**src/rtl/mag_drive_pkg.sv**
```systemverilog
// Shared steering-code definitions for the magnetic-sensor and motor-drive blocks.
package mag_drive_pkg;
  localparam logic [3:0] DIR_FWD   = 4'b0000;
  localparam logic [3:0] DIR_LEFT  = 4'b0101;
  localparam logic [3:0] DIR_RIGHT = 4'b1001;
  localparam logic [3:0] DIR_STOP  = 4'b1111;

  typedef enum logic {STOP = 1'b0, RUN = 1'b1} drive_state_e;

  // Anything other than the three motion codes is treated as stop.
  function automatic logic dir_is_go(input logic [3:0] d);
    return (d == DIR_FWD) || (d == DIR_LEFT) || (d == DIR_RIGHT);
  endfunction
endpackage

```
**src/rtl/motor_pwm_chan.sv**
```systemverilog
// One motor channel: duty register ramped toward a target at period boundaries, plus PWM compare.
module motor_pwm_chan #(
  parameter int CW        = 10,
  parameter int DW        = 10,
  parameter int RAMP_STEP = 50
) (
  input  logic          clk,
  input  logic          rst_n,
  input  logic [DW-1:0] target,
  input  logic          step_en,
  input  logic          force_zero,
  input  logic [CW-1:0] cnt,
  output logic [DW-1:0] duty_next,
  output logic          pwm
);
  localparam logic [DW-1:0] STEP = DW'(RAMP_STEP);

  logic [DW-1:0] duty;

  // Compare before add/subtract so the step never overshoots the target.
  always_comb begin
    duty_next = duty;
    if (force_zero) begin
      duty_next = '0;
    end else if (step_en) begin
      if (target > duty)
        duty_next = (target - duty > STEP) ? duty + STEP : target;
      else if (target < duty)
        duty_next = (duty - target > STEP) ? duty - STEP : target;
    end
  end

  always_ff @(posedge clk or negedge rst_n) begin
    if (!rst_n) begin
      duty <= '0;
      pwm  <= 1'b0;
    end else begin
      duty <= duty_next;
      pwm  <= !force_zero && (DW'(cnt) < duty);
    end
  end
endmodule

```
**src/rtl/motor_drive.sv**
```systemverilog
// Steering-code to dual H-bridge PWM driver with per-period duty ramping and immediate brake.
module motor_drive
  import mag_drive_pkg::*;
#(
  parameter int PWM_PERIOD = 1000,
  parameter int SLOW_DUTY  = 500,
  parameter int RAMP_STEP  = 50
) (
  input  logic       clk,
  input  logic       rst_n,
  input  logic [3:0] DIR,
  output logic       PWM_L,
  output logic       PWM_R,
  output logic       BRAKE,
  output logic       MOVING
);
  localparam int CW = $clog2(PWM_PERIOD);
  localparam int DW = $clog2(PWM_PERIOD + 1);
  localparam logic [CW-1:0] CNT_LAST = CW'(PWM_PERIOD - 1);
  localparam logic [DW-1:0] FULL     = DW'(PWM_PERIOD);
  localparam logic [DW-1:0] SLOW     = DW'(SLOW_DUTY);

  logic [3:0]    dir_q;
  logic [CW-1:0] cnt;
  drive_state_e  state, state_nxt;
  logic          go, boundary;
  logic [DW-1:0] tgt_l, tgt_r, duty_l_nxt, duty_r_nxt;

  always_ff @(posedge clk or negedge rst_n) begin
    if (!rst_n) begin
      dir_q <= DIR_STOP;
      cnt   <= '0;
    end else begin
      dir_q <= DIR;
      cnt   <= (cnt == CNT_LAST) ? '0 : cnt + 1'b1;
    end
  end

  always_comb begin
    go       = dir_is_go(dir_q);
    boundary = (cnt == CNT_LAST);
    tgt_l    = '0;
    tgt_r    = '0;
    case (dir_q)
      DIR_FWD:   begin tgt_l = FULL; tgt_r = FULL; end
      DIR_LEFT:  begin tgt_l = SLOW; tgt_r = FULL; end
      DIR_RIGHT: begin tgt_l = FULL; tgt_r = SLOW; end
      default:   ;
    endcase
  end

  // Stop wins over everything; leaving STOP waits for a boundary so the
  // first ramp step lands on a whole period.
  always_comb begin
    state_nxt = state;
    if (!go)
      state_nxt = STOP;
    else if (boundary)
      state_nxt = RUN;
  end

  always_ff @(posedge clk or negedge rst_n) begin
    if (!rst_n) begin
      state  <= STOP;
      BRAKE  <= 1'b1;
      MOVING <= 1'b0;
    end else begin
      state  <= state_nxt;
      BRAKE  <= (state_nxt == STOP);
      MOVING <= (state_nxt == RUN) && ((duty_l_nxt != '0) || (duty_r_nxt != '0));
    end
  end

  motor_pwm_chan #(.CW(CW), .DW(DW), .RAMP_STEP(RAMP_STEP)) u_chan_l (
    .clk        (clk),
    .rst_n      (rst_n),
    .target     (tgt_l),
    .step_en    (boundary && go),
    .force_zero (!go),
    .cnt        (cnt),
    .duty_next  (duty_l_nxt),
    .pwm        (PWM_L)
  );

  motor_pwm_chan #(.CW(CW), .DW(DW), .RAMP_STEP(RAMP_STEP)) u_chan_r (
    .clk        (clk),
    .rst_n      (rst_n),
    .target     (tgt_r),
    .step_en    (boundary && go),
    .force_zero (!go),
    .cnt        (cnt),
    .duty_next  (duty_r_nxt),
    .pwm        (PWM_R)
  );
endmodule

```
**config.mk**
```make
export PLATFORM = sky130hd
export DESIGN_NAME = motor_drive
export DESIGN_NICKNAME = d
export VERILOG_FILES = /design/src/rtl/mag_drive_pkg.sv /design/src/rtl/motor_pwm_chan.sv /design/src/rtl/motor_drive.sv
export SDC_FILE = /design/constraint.sdc
export NUM_CORES = 1
export LEC_CHECK = 0
export ABC_AREA = 1
export CAP_MARGIN = 10
export CORE_ASPECT_RATIO = 1.4
export CORE_MARGIN = 2
export CORE_UTILIZATION = 60
export DETAILED_ROUTE_END_ITERATION = 10
export PLACE_DENSITY = 0.85
export SKIP_LAST_GASP = 1
export SLEW_MARGIN = 20
export SYNTH_ARGS = -nofsm -noshare
export SYNTH_HDL_FRONTEND = slang
export SYNTH_SLANG_ARGS = --single-unit
```
**constraint.sdc**
```tcl
create_clock -name clk -period 7.7 [get_ports clk]
set_input_delay 2.31 -clock clk [delete_from_list [all_inputs] [get_ports clk]]
set_output_delay 2.31 -clock clk [all_outputs]
set_load 0.03 [all_outputs]
```
==> results of run 1 <==
[report_power, final]
group / leakage [nW] / internal (mW) / switching, mW
Combinational: 2.76 / 0.0776 / 0.175
Clock: 0.0868 / 0.161 / 0.0860
Sequential: 0.513 / 0.207 / 0.000761
Total: 3.36 / 0.446 / 0.262
[synthesized netlist by cell type]
cell        n
inv_1     128
a211oi_1    1
buf_2       7
fa_1        2
a21o_1      1
a21boi_0    2
nor2_2     12
nand2_2    10
o211ai_1    1
nor2_4      3
o21ai_4     1
nor2_1     76
a21oi_2     1
clkinv_1    3
inv_2       9
o21a_1      5
nor4_1      1
ha_1       53
a21oi_1    42
clkinv_2    1
nand3_2     4
nor3_2      1
buf_6       1
or2_2       1
nand2_1   293
buf_4       3
nand4_1    16
xnor2_1     2
nand3_4     1
o21ai_1     9
dfrtp_1    34
nor3_1      7
nor3_4      1
o21ai_0    25
a31oi_1     3
and3_1      1
o21bai_1    2
nand4_2     1
dfstp_2     5
nand3_1    85
clkbuf_1    5
xor2_1     22
and2_1      1
[flip-flops by register name, summed over array words and instances, names as in the netlist]
name,cells
u_chan_r.pwm,1
state,1
u_chan_l.pwm,1
dir_q,4
BRAKE,1
MOVING,1
cnt,10
u_chan_l.duty,10
u_chan_r.duty,10
[metal layers]
metal,vias to the layer above,wire length [um],track usage [%]
li1,2795,-,-
met1,2488,5700,34.2
met2,235,7590,60.5
met3,73,767,2.80
met4,0,912,22.1
met5,-,0,0
[kinds of logic after synthesis]
| family | Yosys count | share of synthesized area [%] |
|---|---|---|
| DFF | 39 | 18.7 |
| buffers and inverters | 157 | 11.7 |
| and+or+nand+nor | 514 | 42.5 |
| AOI/OAI and AO/OA | 93 | 9.76 |
| adders and majority gates | 55 | 13.4 |
| xor gates and xnor gates | 24 | 3.99 |
[metrics by stage]
stage	std cells	utilization, %	worst slack, ps	hold WS, ps
global route	989	65.2	3130	476
finish	989	65.2	3420	452
floorplan	882	-	4210	410
global placement	981	63.1	3630	427
CTS	989	65.2	3510	458
detailed placement	981	63.1	3550	449
[layout make-up]
class	count	area (um2)	share of cell area [%]
multi-input cells	686	3670	65.7
clock buffers	6	139	2.49
flip-flops and latches	39	982	17.6
clock inverters	2	35.0	0.628
well taps	105	131	2.36
inverters	141	531	9.51
repair buffers	10	92.6	1.66
[path summary, 6_finish.rpt]
| path | to | cells after the start | from | slack, ps |
|---|---|---|---|---|
| setup / recovery | MOVING | 30 | dir_q[3] | 3420 |
| hold / removal | BRAKE | 1 | state | 450 |
| setup reg to reg | MOVING | 30 | dir_q[3] | 3420 |
| hold reg to reg | BRAKE | 1 | state | 450 |
| max in group asynchronous | cnt[1] | 1 | rst_n | 4980 |
| min in group asynchronous | u_chan_l.duty[6] | 1 | rst_n | 2140 |
==> metrics.yaml, run 1 <==
status: "complete, no violations"
relSlewSlack_pct: 39.9
hold_viol_final: 0
io_pins: 10
drv_slew: 0
synth_warnings: 0
power_density_nw_per_um2: 127
numCtsBuffers: 5
fill_cells: 818
routed-via-count: 5591
rsz0062_at_grt: "false"
grt_start_max_net_pins: 40
post-route-period-util_pct: 55.5
synthCells: 882
final_area_um2: 5580
ys_seq_area_share_pct: 18.7
clk_pin_slew_worst_paths_ps: 60
path_buf_inv: 6
firstDrtPassIters: 6
arrival_ps: 4470
crit_family: "simple AND/OR/NAND/NOR gates"
port_buffers: 9
layout.nets: 944
path_max_fanout: 24
hp-class: "register to register"
antenna_cells: 0
track_usage_pct: 32.3
post-route-drc-count: 0
yosys.area.top_type_share_pct: 20.9
ir_drop_mv: 0.0872
cts_resized: 0
yosysTopAreaCell: "nand2_1"
worstSetupStartpointType: "register"
rows: 40
ant_nets: 0
grt_first_pass_wirelength_um: 25100
wirelength_um: 15000
layout_commonest_cell: "nand2_1"
die_area_um2: 9550
maxClockFrequency_mhz: 234
cts-root-buf: "clkbuf_16"
syn_area_per_cell_um2: 5.97
grt_antenna_before_repair: 0
avgRoutedWirePerCell_um: 15.1
max-clock-path-buffers: 2
synthTopCellsByArea: "nand2_1, dfrtp_1, ha_1, inv_1, nand3_1"
finalSetupViolations: 0
ys_ff_latch: 39
cts_setup_buffers: 0
final_cell_mix: "nand2_1, inv_1, nand3_1, nor2_1, ha_1"
place_hpwl_um: 11600
clock_latency_ps: 290
synthDistinctLibCells: 43
layout-drive-gt1-share_pct: 6.90
core_um2: 8560
synthToLayoutAreaGrowth_pct: 5.89
first_iter_violations: 328
clock-sinks: 39
worstMarginPinSlew_ps: 901
critical_path_required_ps: 7890
postCtsHoldBufs: 0
final.setup.tns_ps: 0
finClkSkew_ps: 6.51
place_area_um2: 5400
end_kind: "register"
initial_utilization_pct: 61.5
critPathMaxStageDelay_ps: 540
grt_overflow: 0
die_x_um: 83.2
grt_pass1_vias: 5578
cts_tree: "yes"
maxCapViolCount: 0
path_class: "register to register"
slowest_stage: "dfstp_2"
finalPower_mw: 0.708
synth_area_um2: 5270
avgViaCountPerCell: 5.65
routabilityCongestion: 0.983
postSynthNetCount: 943
cp_common_cell: "nand2_1"
die_height_um: 115
min_period_ps: 4280
p_leak_nw: 3.36
cts.htree.levels: 2
Power figures use the tool's default switching activity.
==> inputs of run 2 (changes only) <==
Clock period 7.7 ns to 4.08 ns, I/O delays scaled along.
==> run 2 against run 1 <==
Net effect: clock power up 72%; via count down 0.61%; wire length up 2.1%; critical path type unchanged; largest cell class unchanged; largest power group unchanged.
==> metrics.yaml, run 2 (synthesized netlist as in run 1, its figures left out) <==
routed-via-count: 5557  # was 5591
first_iter_violations: 331  # was 328
die_x_um: 83.2  # unchanged
place_hpwl_um: 12000  # was 11600 um
grt_antenna_before_repair: 0  # unchanged
multi_input_area_um2: 3670  # about the same
critical_path_required_ps: 4260  # was 7890 ps
dp.cells: 989  # was 981
p_sw_share_pct: 38.5  # was 37.0%
cts_tree: "yes"  # unchanged
setup_slack_ps: 450  # was 3420 ps
die_height_um: 115  # unchanged
clk_pin_slew_worst_paths_ps: 60  # about the same
seq_area_um2: 982  # unchanged
final.setup.tns_ps: 0  # unchanged
fill_cells: 842  # was 818
use_met3_pct: 2.30  # was 2.80%
grt_start_max_net_pins: 40  # unchanged
slowest_stage: "dfstp_2"  # unchanged
hp-class: "register to register"  # unchanged
status: "complete, no violations"  # unchanged
maxClockFrequency_mhz: 276  # was 234 MHz
path_class: "register to register"  # unchanged
power.internal_mw: 0.801  # was 0.446 mW
antenna_cells: 0  # unchanged
max-clock-path-buffers: 2  # unchanged
finalSetupViolations: 0  # unchanged
grt_first_pass_wirelength_um: 25200  # was 25100 um
drv_slew: 0  # unchanged
worstMarginPinSlew_ps: 872  # was 901 ps
p_seq_share_pct: 30.1  # was 29.3%
cts-root-buf: "clkbuf_16"  # unchanged
clkPwrFrac_pct: 32.6  # was 34.9%
hold_viol_final: 0  # unchanged
finClkSkew_ps: 3.40  # was 6.51 ps
grt_pass1_vias: 5321  # was 5578
final_cell_mix: "nand2_1, inv_1, nand3_1, nor2_1, ha_1"  # unchanged
ant_nets: 0  # unchanged
use_met1_pct: 35.2  # was 34.2%
p_sw_mw: 0.501  # was 0.262 mW
path_max_fanout: 7  # was 24
track_usage_pct: 32.7  # was 32.3%
initial_utilization_pct: 61.5  # unchanged
port_buffers: 9  # unchanged
io_pins: 10  # unchanged
ir_drop_mv: 0.174  # was 0.0872 mV
post-route-period-util_pct: 89.0  # was 55.5%
clock-sinks: 39  # unchanged
end_kind: "register"  # unchanged
grt_overflow: 0  # unchanged
layout.nets: 952  # was 944
arrival_ps: 3810  # was 4470 ps
avgRoutedWirePerCell_um: 15.3  # was 15.1 um
p_leak_nw: 3.38  # was 3.36 nW
critPathMaxStageDelay_ps: 540  # about the same
relSlewSlack_pct: 41.8  # was 39.9%
layout-drive-gt1-share_pct: 7.85  # was 6.90%
synthToLayoutAreaGrowth_pct: 6.82  # was 5.89%
core_um2: 8560  # unchanged
postCtsHoldBufs: 0  # unchanged
cts.htree.levels: 2  # unchanged
cp_common_cell: "nand2_1"  # unchanged
power_density_nw_per_um2: 231  # was 127 nW/um2
firstDrtPassIters: 5  # was 6
routabilityCongestion: 0.961  # was 0.983
met2_usage_pct: 61.6  # was 60.5%
cts_setup_buffers: 0  # unchanged
layout_commonest_cell: "nand2_1"  # unchanged
numCtsBuffers: 5  # unchanged
wirelength_um: 15300  # was 15000 um
grt.busiest_layer: "met2"  # unchanged
post-route-drc-count: 0  # unchanged
worstSetupStartpointType: "register"  # unchanged
avgViaCountPerCell: 5.57  # was 5.65
min_period_ps: 3630  # was 4280 ps
maxCapViolCount: 0  # unchanged
die_area_um2: 9550  # unchanged
top_regs: "cnt: 10 flops, u_chan_l.duty: 10 flops, u_chan_r.duty: 10 flops"  # unchanged
combPwrFrac_pct: 37.3  # was 35.7%
rows: 40  # unchanged
pre_cts_slack_ps: 448  # was 3550 ps
clock_latency_ps: 290  # about the same
final_cells: 997  # was 989
rsz0062_at_grt: "false"  # unchanged
run 2: cell types whose count changed in the layout (fill, tap and decap cells not counted):
| cell | before | now |
|---|---|---|
| bufinv_16 | 1 | 0 |
| clkbuf_8 | 1 | 2 |
| nor2_2 | 12 | 13 |
| clkinv_2 | 2 | 1 |
| nor2_1 | 76 | 75 |
| clkinvlp_4 | 0 | 1 |
| buf_4 | 1 | 9 |
run 2: worst max-delay path, delay by kind of cell, from the launching register on:
family                   cells  cell delay (ps)
AO/OA/AOI/OAI                1              260
buffers and inverters        3              240
AND/OR/NAND/NOR             21             2060
adder cells (fa/ha/maj)      1              400
flip-flops                   1              540
run 2: area by class of cell:
type | count | area share (%)
Inverter | 141 | 9.43
Timing Repair Buffer | 18 | 2.71
Clock buffer | 7 | 2.71
Clock inverter | 1 | 0.133
Multi-Input combinational cell | 686 | 65.2
Sequential cell | 39 | 17.5
Tap cell | 105 | 2.34
run 2: timing repair:
| action | 4_1_cts | 5_1_grt |
|---|---|---|
| gates resized for setup | 0 | 1 |
| endpoints found under the setup margin | 0 | 1 |
| hold endpoints to repair | 0 | 0 |
run 2: through the flow:
step           utilization [%]  area [um2]  hold slack [ps]  total power [mW]
6_report                  65.7        5630              437              1.30
5_1_grt                   65.7        5630              483              1.38
4_1_cts                   65.7        5620              443              1.29
3_5_place_dp              63.8        5460              431             0.873
3_3_place_gp              63.8        5460              425             0.872
2_1_floorplan                -        5270              410             0.762
run 2: layer usage:
| layer | up-vias | part of all wire (%) |
|---|---|---|
| met5 | - | 0 |
| met4 | 0 | 6.4 |
| met3 | 71 | 3.9 |
| met2 | 196 | 51 |
| met1 | 2486 | 38 |
| li1 | 2804 | - |
run 2: path summary, 6_finish.rpt:
kind	from	to	slack, ps	depth (start not counted)
worst max-delay path	dir_q[0]	MOVING	450	26
worst min-delay path	state	BRAKE	440	1
worst max register to register	dir_q[0]	MOVING	450	26
worst min register to register	state	BRAKE	440	1
max in group asynchronous	rst_n	cnt[1]	2480	1
min in group asynchronous	rst_n	u_chan_l.duty[6]	1050	1
run 2: power groups by stage:
stage | Sequential (mW) | Combinational (mW) | Clock (mW)
2_1_floorplan | 0.399 | 0.363 | 0
6_report | 0.392 | 0.485 | 0.425
4_1_cts | 0.392 | 0.476 | 0.425
3_5_place_dp | 0.399 | 0.474 | 0
3_3_place_gp | 0.399 | 0.473 | 0
5_1_grt | 0.392 | 0.545 | 0.446
==> inputs of run 3 (changes only) <==
Settings changed: CAP_MARGIN 10 to 20, CORE_UTILIZATION 60 to 36, PLACE_DENSITY 0.85 to 0.59.
==> run 3 against run 2 <==
Net effect: wire length rose by 7.3%; worst hold slack lost 1.1 ps; non-clock buffer count increased by 4; global-route usage down 11 points; power increased by 4.0%; clock-buffer cell count decreased by 1; largest power group unchanged; highest routed layer unchanged.
==> metrics.yaml, run 3 (synthesized netlist as in run 1, its figures left out) <==
layout.nets: 956  # was 952
status: "complete, no violations"  # unchanged
io_pins: 10  # unchanged
hp-class: "register to register"  # unchanged
grt_first_pass_wirelength_um: 27200  # was 25200 um
synthToLayoutAreaGrowth_pct: 9.88  # was 6.82%
path_class: "register to register"  # unchanged
critical_path_required_ps: 4270  # was 4260 ps
first_iter_violations: 267  # was 331
grt_pass1_vias: 5416  # was 5321
p_sw_share_pct: 37.3  # was 38.5%
p_sw_mw: 0.505  # was 0.501 mW
avgViaCountPerCell: 5.02  # was 5.57
final.setup.tns_ps: 0  # unchanged
max-clock-path-buffers: 2  # unchanged
dp.cells: 1077  # was 989
clock-sinks: 39  # unchanged
cts_setup_buffers: 0  # unchanged
layout_commonest_cell: "nand2_1"  # unchanged
hold_viol_final: 0  # unchanged
clock_latency_ps: 290  # about the same
power_density_nw_per_um2: 234  # was 231 nW/um2
clk_pin_slew_worst_paths_ps: 60  # about the same
finClkSkew_ps: 5.95  # was 3.40 ps
worstHoldEndpoint: "BRAKE"  # unchanged
holdWs_ps: 436  # was 437 ps
relSlewSlack_pct: 39.3  # was 41.8%
layout-drive-gt1-share_pct: 8.71  # was 7.85%
finalSetupViolations: 0  # unchanged
fill_cells: 1588  # was 842
end_kind: "register"  # unchanged
cts-root-buf: "clkbuf_16"  # unchanged
path_max_fanout: 7  # unchanged
firstDrtPassIters: 5  # unchanged
grt_overflow: 0  # unchanged
cp_common_cell: "nand2_1"  # unchanged
r2r_start: "dir_q[2]"  # was dir_q[0]
arrival_ps: 3860  # was 3810 ps
pre_cts_slack_ps: 300  # was 448 ps
post-route-drc-count: 0  # unchanged
ant_nets: 0  # unchanged
reg2regPathDepth: 28  # was 26
grt_antenna_before_repair: 0  # unchanged
die_height_um: 147  # was 115 um
die_area_um2: 15600  # was 9550 um2
worstMarginPinSlew_ps: 911  # was 872 ps
maxCapViolCount: 0  # unchanged
ir_drop_mv: 0.132  # was 0.174 mV
worstHoldPathCells: 1  # unchanged
p_leak_nw: 3.41  # was 3.38 nW
grt_start_max_net_pins: 40  # unchanged
routabilityCongestion: 0.958  # was 0.961
clkPwrFrac_pct: 35.1  # was 32.6%
antenna_cells: 0  # unchanged
critPathMaxStageDelay_ps: 540  # about the same
top_regs: "cnt: 10 flops, u_chan_l.duty: 10 flops, u_chan_r.duty: 10 flops"  # unchanged
setup_slack_ps: 403  # was 450 ps
cts.htree.levels: 2  # unchanged
die_x_um: 106  # was 83.2 um
numCtsBuffers: 5  # unchanged
track_usage_pct: 22.1  # was 32.7%
avgRoutedWirePerCell_um: 15.1  # was 15.3 um
place_hpwl_um: 13200  # was 12000 um
rows: 52  # was 40
slowest_stage: "dfstp_2"  # unchanged
maxClockFrequency_mhz: 272  # was 276 MHz
combPwrFrac_pct: 35.9  # was 37.3%
wirelength_um: 16400  # was 15300 um
rsz0062_at_grt: "false"  # unchanged
core_um2: 14400  # was 8560 um2
final_cell_mix: "nand2_1, inv_1, nand3_1, nor2_1, ha_1"  # unchanged
r2r_slack_ps: 400  # was 450 ps
port_buffers: 9  # unchanged
min_period_ps: 3680  # was 3630 ps
p_seq_share_pct: 29.0  # was 30.1%
r2r-end: "MOVING"  # unchanged
cts_tree: "yes"  # unchanged
power.internal_mw: 0.849  # was 0.801 mW
hp-start: "state"  # unchanged
initial_utilization_pct: 36.6  # was 61.5%
post-route-period-util_pct: 90.1  # was 89.0%
routed-via-count: 5448  # was 5557
drv_slew: 0  # unchanged
final_cells: 1085  # was 997
worstSetupStartpointType: "register"  # unchanged
## run 3: metal layers
metal	vias to the layer above	track usage (%)	wire (um)
met5	-	0	0
met4	0	13.0	874
met3	54	1.29	415
met2	112	40.9	8580
met1	2466	24.5	6520
li1	2816	-	-
## run 3: worst max-delay path by stage
| stage | startpoint | depth (start not counted) | to | slack, ps |
|---|---|---|---|---|
| 2_1_floorplan | dir_q[3] | 26 | MOVING | 590 |
| 3_3_place_gp | dir_q[2] | 28 | MOVING | 330 |
| 3_5_place_dp | dir_q[2] | 28 | MOVING | 300 |
| 4_1_cts | dir_q[2] | 28 | MOVING | 260 |
| 5_1_grt | dir_q[0] | 29 | MOVING | 10 |
| 6_report | dir_q[2] | 28 | MOVING | 400 |
## run 3: layout make-up
| cell class | count | area, um2 | area share [%] |
|---|---|---|---|
| multi-input combinational | 686 | 3680 | 63.6 |
| timing repair buffer | 22 | 183 | 3.16 |
| clock inverter | 2 | 35.0 | 0.605 |
| inverter | 141 | 531 | 9.17 |
| clock buffer | 6 | 139 | 2.40 |
| sequential | 39 | 982 | 17.0 |
| tap | 189 | 236 | 4.09 |
## run 3: power by group through the flow
stage	logic, mW	clock network (mW)	registers [mW]
after floorplan	0.363	0	0.399
after global placement	0.482	0	0.399
after detailed placement	0.481	0	0.399
after CTS	0.482	0.481	0.392
after global routing	0.556	0.502	0.392
final	0.486	0.475	0.392
## run 3: repair_timing
action                     4_1_cts  5_1_grt
hold buffers                     0        0
gates resized for setup          0        5
setup endpoints to repair        0        1
## run 3: worst max-delay path: cells and delay by family, from the launching register on
| kind | cells | cell delay [ps] |
|---|---|---|
| AND/OR/NAND/NOR | 22 | 2030 |
| flip-flops | 1 | 540 |
| adder cells (fa/ha/maj) | 1 | 400 |
| buffers and inverters | 4 | 360 |
| AO/OA/AOI/OAI | 1 | 230 |
## run 3: through the flow
stage	instance area, um2	power (mW)	util (%)
finish	5790	1.35	40.2
global route	5790	1.45	40.2
CTS	5770	1.36	40.2
detailed placement	5600	0.880	38.9
global placement	5600	0.881	38.9
floorplan	5270	0.762	-
